### src/rtl/frame_receiver.sv
// WS2812-style NRZ receiver: high-pulse width decodes each bit, a long low gap latches/resets the set.
// Optional FRAME_RX_GLITCH_FILTER_EN adds a 2-sample stability filter after the synchroniser.
module frame_receiver #(
  parameter int unsigned BIT_THRESH_CYC = 30,
  parameter int unsigned MIN_HIGH_CYC   = 8,
  parameter int unsigned MAX_HIGH_CYC   = 60,
  parameter int unsigned RESET_CYC      = 2500,
  parameter int unsigned FRAMES_PER_SET = 8
) (
  input  logic        clk,
  input  logic        rst,
  input  logic        din,
  output logic [23:0] frame_data,
  output logic        frame_valid,
  output logic [2:0]  frame_idx,
  output logic        set_done,
  output logic        latch_det,
  output logic        bit_error,
  output logic        busy
);

  typedef enum logic [1:0] {WAIT_GAP, IDLE, HIGH, LOW} state_t;

  localparam logic [7:0]  THRESH   = 8'(BIT_THRESH_CYC);
  localparam logic [7:0]  MIN_HIGH = 8'(MIN_HIGH_CYC);
  localparam logic [7:0]  MAX_HIGH = 8'(MAX_HIGH_CYC);
  localparam logic [11:0] GAP_LEN  = 12'(RESET_CYC);
  localparam logic [2:0]  LAST_IDX = 3'(FRAMES_PER_SET - 1);

  state_t      state, state_n;
  logic        sync1, sync2, lvl, lvl_d, rise, fall;
  logic [7:0]  high_cnt, high_cnt_n, high_inc;
  logic [11:0] low_cnt, low_cnt_n, low_inc;
  logic [4:0]  bit_cnt, bit_cnt_n;
  logic [22:0] shreg, shreg_n;
  logic [23:0] shift_word, data_n;
  logic [2:0]  set_cnt, set_cnt_n, idx_n;
  logic        fv_n, sd_n, ld_n, be_n, gap, bit_val;

  always_ff @(posedge clk or posedge rst) begin
    if (rst) begin
      sync1 <= 1'b0;
      sync2 <= 1'b0;
    end else begin
      sync1 <= din;
      sync2 <= sync1;
    end
  end

`ifdef FRAME_RX_GLITCH_FILTER_EN
  logic sync2_d, filt;

  // Level follows sync2 only once two consecutive samples agree.
  always_ff @(posedge clk or posedge rst) begin
    if (rst) begin
      sync2_d <= 1'b0;
      filt    <= 1'b0;
    end else begin
      sync2_d <= sync2;
      if (sync2 == sync2_d && sync2 != filt) filt <= sync2;
    end
  end

  assign lvl = filt;
`else
  assign lvl = sync2;
`endif

  always_ff @(posedge clk or posedge rst) begin
    if (rst) lvl_d <= 1'b0;
    else     lvl_d <= lvl;
  end

  assign rise       = lvl & ~lvl_d;
  assign fall       = ~lvl & lvl_d;
  assign high_inc   = (high_cnt == '1) ? high_cnt : high_cnt + 8'd1;
  assign low_inc    = (low_cnt == '1) ? low_cnt : low_cnt + 12'd1;
  assign bit_val    = (high_cnt >= THRESH);
  assign shift_word = {shreg, bit_val};
  assign gap        = (state == WAIT_GAP || state == LOW) && (low_cnt == GAP_LEN);
  assign busy       = (bit_cnt != '0);

  always_comb begin
    state_n    = state;
    high_cnt_n = high_cnt;
    low_cnt_n  = low_cnt;
    bit_cnt_n  = bit_cnt;
    shreg_n    = shreg;
    set_cnt_n  = set_cnt;
    data_n     = frame_data;
    idx_n      = frame_idx;
    fv_n       = 1'b0;
    sd_n       = 1'b0;
    ld_n       = 1'b0;
    be_n       = 1'b0;
    if (gap) begin
      // Gap takes priority; a coincident rising edge then starts a bit from IDLE.
      ld_n      = 1'b1;
      be_n      = (bit_cnt != '0);
      bit_cnt_n = '0;
      set_cnt_n = '0;
      idx_n     = '0;
      low_cnt_n = '0;
      state_n   = IDLE;
      if (rise) begin
        state_n    = HIGH;
        high_cnt_n = 8'd1;
      end
    end else begin
      case (state)
        WAIT_GAP: low_cnt_n = lvl ? '0 : low_inc;
        IDLE: begin
          if (rise) begin
            state_n    = HIGH;
            high_cnt_n = 8'd1;
          end
        end
        HIGH: begin
          if (fall) begin
            if (high_cnt < MIN_HIGH) begin
              be_n      = 1'b1;
              bit_cnt_n = '0;
              low_cnt_n = 12'd1;
              state_n   = WAIT_GAP;
            end else begin
              shreg_n = shift_word[22:0];
              if (bit_cnt == 5'd23) begin
                data_n    = shift_word;
                fv_n      = 1'b1;
                idx_n     = set_cnt;
                sd_n      = (set_cnt == LAST_IDX);
                set_cnt_n = (set_cnt == LAST_IDX) ? '0 : set_cnt + 3'd1;
                bit_cnt_n = '0;
              end else begin
                bit_cnt_n = bit_cnt + 5'd1;
              end
              low_cnt_n = 12'd1;
              state_n   = LOW;
            end
          end else if (high_cnt >= MAX_HIGH) begin
            be_n      = 1'b1;
            bit_cnt_n = '0;
            low_cnt_n = '0;
            state_n   = WAIT_GAP;
          end else begin
            high_cnt_n = high_inc;
          end
        end
        LOW: begin
          if (rise) begin
            state_n    = HIGH;
            high_cnt_n = 8'd1;
          end else begin
            low_cnt_n = low_inc;
          end
        end
        default: state_n = WAIT_GAP;
      endcase
    end
  end

  always_ff @(posedge clk or posedge rst) begin
    if (rst) begin
      state       <= WAIT_GAP;
      high_cnt    <= '0;
      low_cnt     <= '0;
      bit_cnt     <= '0;
      shreg       <= '0;
      set_cnt     <= '0;
      frame_data  <= '0;
      frame_idx   <= '0;
      frame_valid <= 1'b0;
      set_done    <= 1'b0;
      latch_det   <= 1'b0;
      bit_error   <= 1'b0;
    end else begin
      state       <= state_n;
      high_cnt    <= high_cnt_n;
      low_cnt     <= low_cnt_n;
      bit_cnt     <= bit_cnt_n;
      shreg       <= shreg_n;
      set_cnt     <= set_cnt_n;
      frame_data  <= data_n;
      frame_idx   <= idx_n;
      frame_valid <= fv_n;
      set_done    <= sd_n;
      latch_det   <= ld_n;
      bit_error   <= be_n;
    end
  end

endmodule

### config.mk
export PLATFORM = sky130hd
export DESIGN_NAME = frame_receiver
export DESIGN_NICKNAME = d
export VERILOG_FILES = /design/src/rtl/frame_receiver.sv
export SDC_FILE = /design/constraint.sdc
export NUM_CORES = 1
export LEC_CHECK = 0
export BUFFER_PORTS_ARGS = -buffer_cell sky130_fd_sc_hd__buf_2
export CAP_MARGIN = 20
export CORE_MARGIN = 2
export CORE_UTILIZATION = 45
export DETAILED_ROUTE_END_ITERATION = 16
export GPL_TIMING_DRIVEN = 0
export PLACE_DENSITY = 0.71
export SYNTH_ARGS = -nofsm -noshare
export SYNTH_HDL_FRONTEND = slang
export SYNTH_SLANG_ARGS = --single-unit
export TNS_END_PERCENT = 1
### constraint.sdc
create_clock -name clk -period 2.15 [get_ports clk]
set_clock_uncertainty 0.1 [all_clocks]
set_input_delay 0 -clock clk [delete_from_list [all_inputs] [get_ports clk]]
set_output_delay 0 -clock clk [all_outputs]
set_load 0.05 [all_outputs]
==> flow_metrics.env <==
export IMPL_path_delay_family="simple AND/OR/NAND/NOR gates"
export IMPL_startpoint_type="register"
export IMPL_routed_via_density=5.63
export IMPL_syn_inst=323
export IMPL_worstPathArrival_ns=2.38
export IMPL_post_route_min_period_ns=2.18
export IMPL_setup_tns_ns=-0.104
export IMPL_required_ns=2.35
export IMPL_hp_class="input port to async pin"
export IMPL_max_slew_margin=0.616
export IMPL_nets=405
export IMPL_drt_iter0_drc=166
export IMPL_cts_root_buf="clkbuf_8"
export IMPL_final_common_cell="dfrtp_1"
export IMPL_drive_above_1_share=0.404
export IMPL_synth_async_reset_ratio=1.00
export IMPL_rsz0062_at_grt="yes"
export IMPL_slowest_delay_ns=0.64
export IMPL_port_buffers=34
export IMPL_worstMarginPinSlew_ns=0.576
export IMPL_layout_common_cells="dfrtp_1 (86), mux2_2 (36), buf_2 (34)"
export IMPL_die_w_um=99.3
export IMPL_power_mw=2.77
export IMPL_reg2reg_from="low_cnt[1]"
export IMPL_h_tree_depth=3
export IMPL_ir_drop_v=0.000315
export IMPL_firstDrtPassIters=5
export IMPL_antenna_found_initial=0
export IMPL_grt_pass1_wl_mm=13.3
export IMPL_routed_wl_mm=8.02
export IMPL_reg2reg_depth=5
export IMPL_yosysSeqAreaShare=0.533
export IMPL_grt_pass1_vias=2815
export IMPL_diodes=0
export IMPL_p_seq_frac=0.597
export IMPL_avgSynthCellArea_um2=12.6
export IMPL_path_cells="ha_1 > inv_1 > or4_1 > o21ai_0 > a32o_1"
export IMPL_grt_usage=0.168
export IMPL_gp_congestion=0.869
export IMPL_hold_slack_ns=0.105
export IMPL_yosys_most_used_dff="dfrtp_1"
export IMPL_clockPowerShare=0.373
export IMPL_drv_slew=0
export IMPL_powerDensity_mw_per_mm2=558
export IMPL_crit_buf_inv=1
export IMPL_start_util=0.466
export IMPL_die_h_um=99.3
export IMPL_ys_ff_latch=87
export IMPL_internal_power_mw=2.09
export IMPL_setup_ws_ns=-0.0304
export IMPL_p_sw_mw=0.676
export IMPL_setup_violations=6
export IMPL_numClockSinks=87
export IMPL_crit_type="register to register"
export IMPL_fin_crit_sh=1.01
export IMPL_clock_tree_buffer_depth=2
export IMPL_comb_power_share=0.031
export IMPL_cp_slowest_cell="or4_1"
export IMPL_endpoint_kind="register"
export IMPL_cts_tree="built"
export IMPL_cp_max_fo=5
export IMPL_p_leak_nw=2.39
export IMPL_core_area_mm2=0.00876
export IMPL_reg2reg_to="low_cnt[1]"
export IMPL_clk_pin_slew_ns=0.09
export IMPL_synth_fp_nets=338
export IMPL_hold_viol=0
export IMPL_ff2ff_setup_slack_ns=-0.03
export IMPL_io_pin_count=35
export IMPL_cts_buffers=9
export IMPL_violations="setup timing"
export IMPL_grt_start_max_net_pins=45
export IMPL_clk_latency_ns=0.36
export IMPL_swShare=0.244
export IMPL_synth_warning_count=0
export IMPL_synthToLayoutAreaGrowth_pct=21.5
export IMPL_outcome="finished with violations"
export IMPL_synth_edff_count=0
export IMPL_synth_distinct_cells=58
export IMPL_antenna_left=0
export IMPL_rows=34
export IMPL_dieArea_mm2=0.00986
export IMPL_num_vias=2826
export IMPL_hpwl_mm=5.24
export IMPL_routedWlPerCell_um=16.0
export IMPL_syn_cell_area_mm2=0.00409
export IMPL_final_core_util=0.566
export IMPL_drc=0
export IMPL_maxCapViolCount=0
export IMPL_overflow=0
export IMPL_fmax_ghz=0.459
[per-layer routing]
layer  global-route usage  vias up  wire [um]
li1                     -     1334          -
met1                0.220     1425       3660
met2                0.273       59       3950
met3               0.0330        8        296
met4               0.0738        0        109
met5                    0        -          0
[cells in the mapped netlist, types with 2 or more instances]
cell type,count,area [um^2]
a21boi_0,2,15.0
a21o_1,5,37.5
a21oi_1,12,60.1
a22o_1,8,70.1
a31oi_1,3,18.8
a32o_1,2,20.0
and3_1,3,18.8
and4_1,2,17.5
buf_2,3,15.0
buf_6,2,22.5
dfrtp_1,87,2180
ha_1,12,150
inv_1,15,56.3
inv_2,2,7.51
mux2_2,36,405
mux2_4,13,195
mux2i_1,2,20.0
nand2_1,14,52.6
nand2b_1,3,18.8
nand3_1,8,40.0
nand4_1,7,43.8
nand4b_1,2,17.5
nor2_1,13,48.8
nor3_1,9,45.0
o21ai_0,9,45.0
o21ai_1,2,10.0
o22ai_1,7,43.8
o2bb2ai_2,2,30.0
o31ai_1,6,45.0
or3_1,3,18.8
or4_1,2,15.0
[how the worst max path moves through the flow]
stage | slack (ns) | to | from | cells past startpoint
2_1_floorplan | -0.02 | frame_data[0] | state[0] | 9
6_report | -0.03 | low_cnt[1] | low_cnt[1] | 5
3_5_place_dp | -0.23 | high_cnt[5] | state[0] | 9
4_1_cts | -0.06 | low_cnt[4] | state[1] | 7
3_3_place_gp | -0.19 | frame_data[2] | state[0] | 9
5_1_grt | -0.17 | low_cnt[0] | low_cnt[1] | 5
[area by class of cell]
| class | count | area [um^2] |
|---|---|---|
| fillers | 693 | 3800 |
| flip-flops and latches | 87 | 2180 |
| multi-input cells | 213 | 1910 |
| repair buffers | 56 | 430 |
| well taps | 108 | 135 |
| clock buffers | 9 | 124 |
| inverters | 17 | 75.1 |
| plain buffers | 6 | 65.1 |
| clock inverters | 6 | 46.3 |
[worst register-to-register path, delay by kind of cell, from the launching register on]
family | cells | cell delay [ns]
AND/OR/NAND/NOR | 1 | 0.64
adder cells (fa/ha/maj) | 1 | 0.27
flip-flops | 1 | 0.43
buffers and inverters | 1 | 0.13
AO/OA/AOI/OAI | 2 | 0.55
[kinds of logic after synthesis]
| family | synth area share |
|---|---|
| fa+ha+maj | 0.0368 |
| flops | 0.533 |
| mux | 0.155 |
| compound gates | 0.121 |
| simple gates | 0.128 |
| buf+inv | 0.0266 |
[metrics by stage]
| stage | worst slack, ns | instances | cell area (um^2) |
|---|---|---|---|
| 2_1_floorplan | -0.0238 | 323 | 4090 |
| 3_3_place_gp | -0.192 | 465 | 4390 |
| 3_5_place_dp | -0.229 | 467 | 4430 |
| 4_1_cts | -0.0551 | 496 | 4850 |
| 5_1_grt | -0.170 | 502 | 4960 |
| 6_report | -0.0304 | 502 | 4960 |
[timing repair]
action | CTS | global route
endpoints found under the setup margin | 66 | 63
gates resized for setup | 21 | 15
hold buffers | 2 | 0
setup buffers | 11 | 6
gates cloned | 1 | 0
pin swaps | 6 | 8
hold endpoints to repair | 88 | 0
[power by group through the flow]
stage                     clock [mW]  sequential, mW  combinational, mW
after floorplan                    0            1.68             0.0516
after CTS                       1.05            1.65             0.0824
after detailed placement           0            1.68             0.0785
final                           1.03            1.65             0.0850
after global placement             0            1.68             0.0679
after global routing            1.12            1.65             0.0986
[state kept, by name, indices dropped and copies added, names as in the netlist]
signal and flops:
frame_data 24, shreg 23, low_cnt 12, high_cnt 8, bit_cnt 5, frame_idx 3
set_cnt 3, state 2, bit_error 1, frame_valid 1, latch_det 1, lvl 1
lvl_d 1, set_done 1, sync1 1
(Power assumes the default switching activity.)
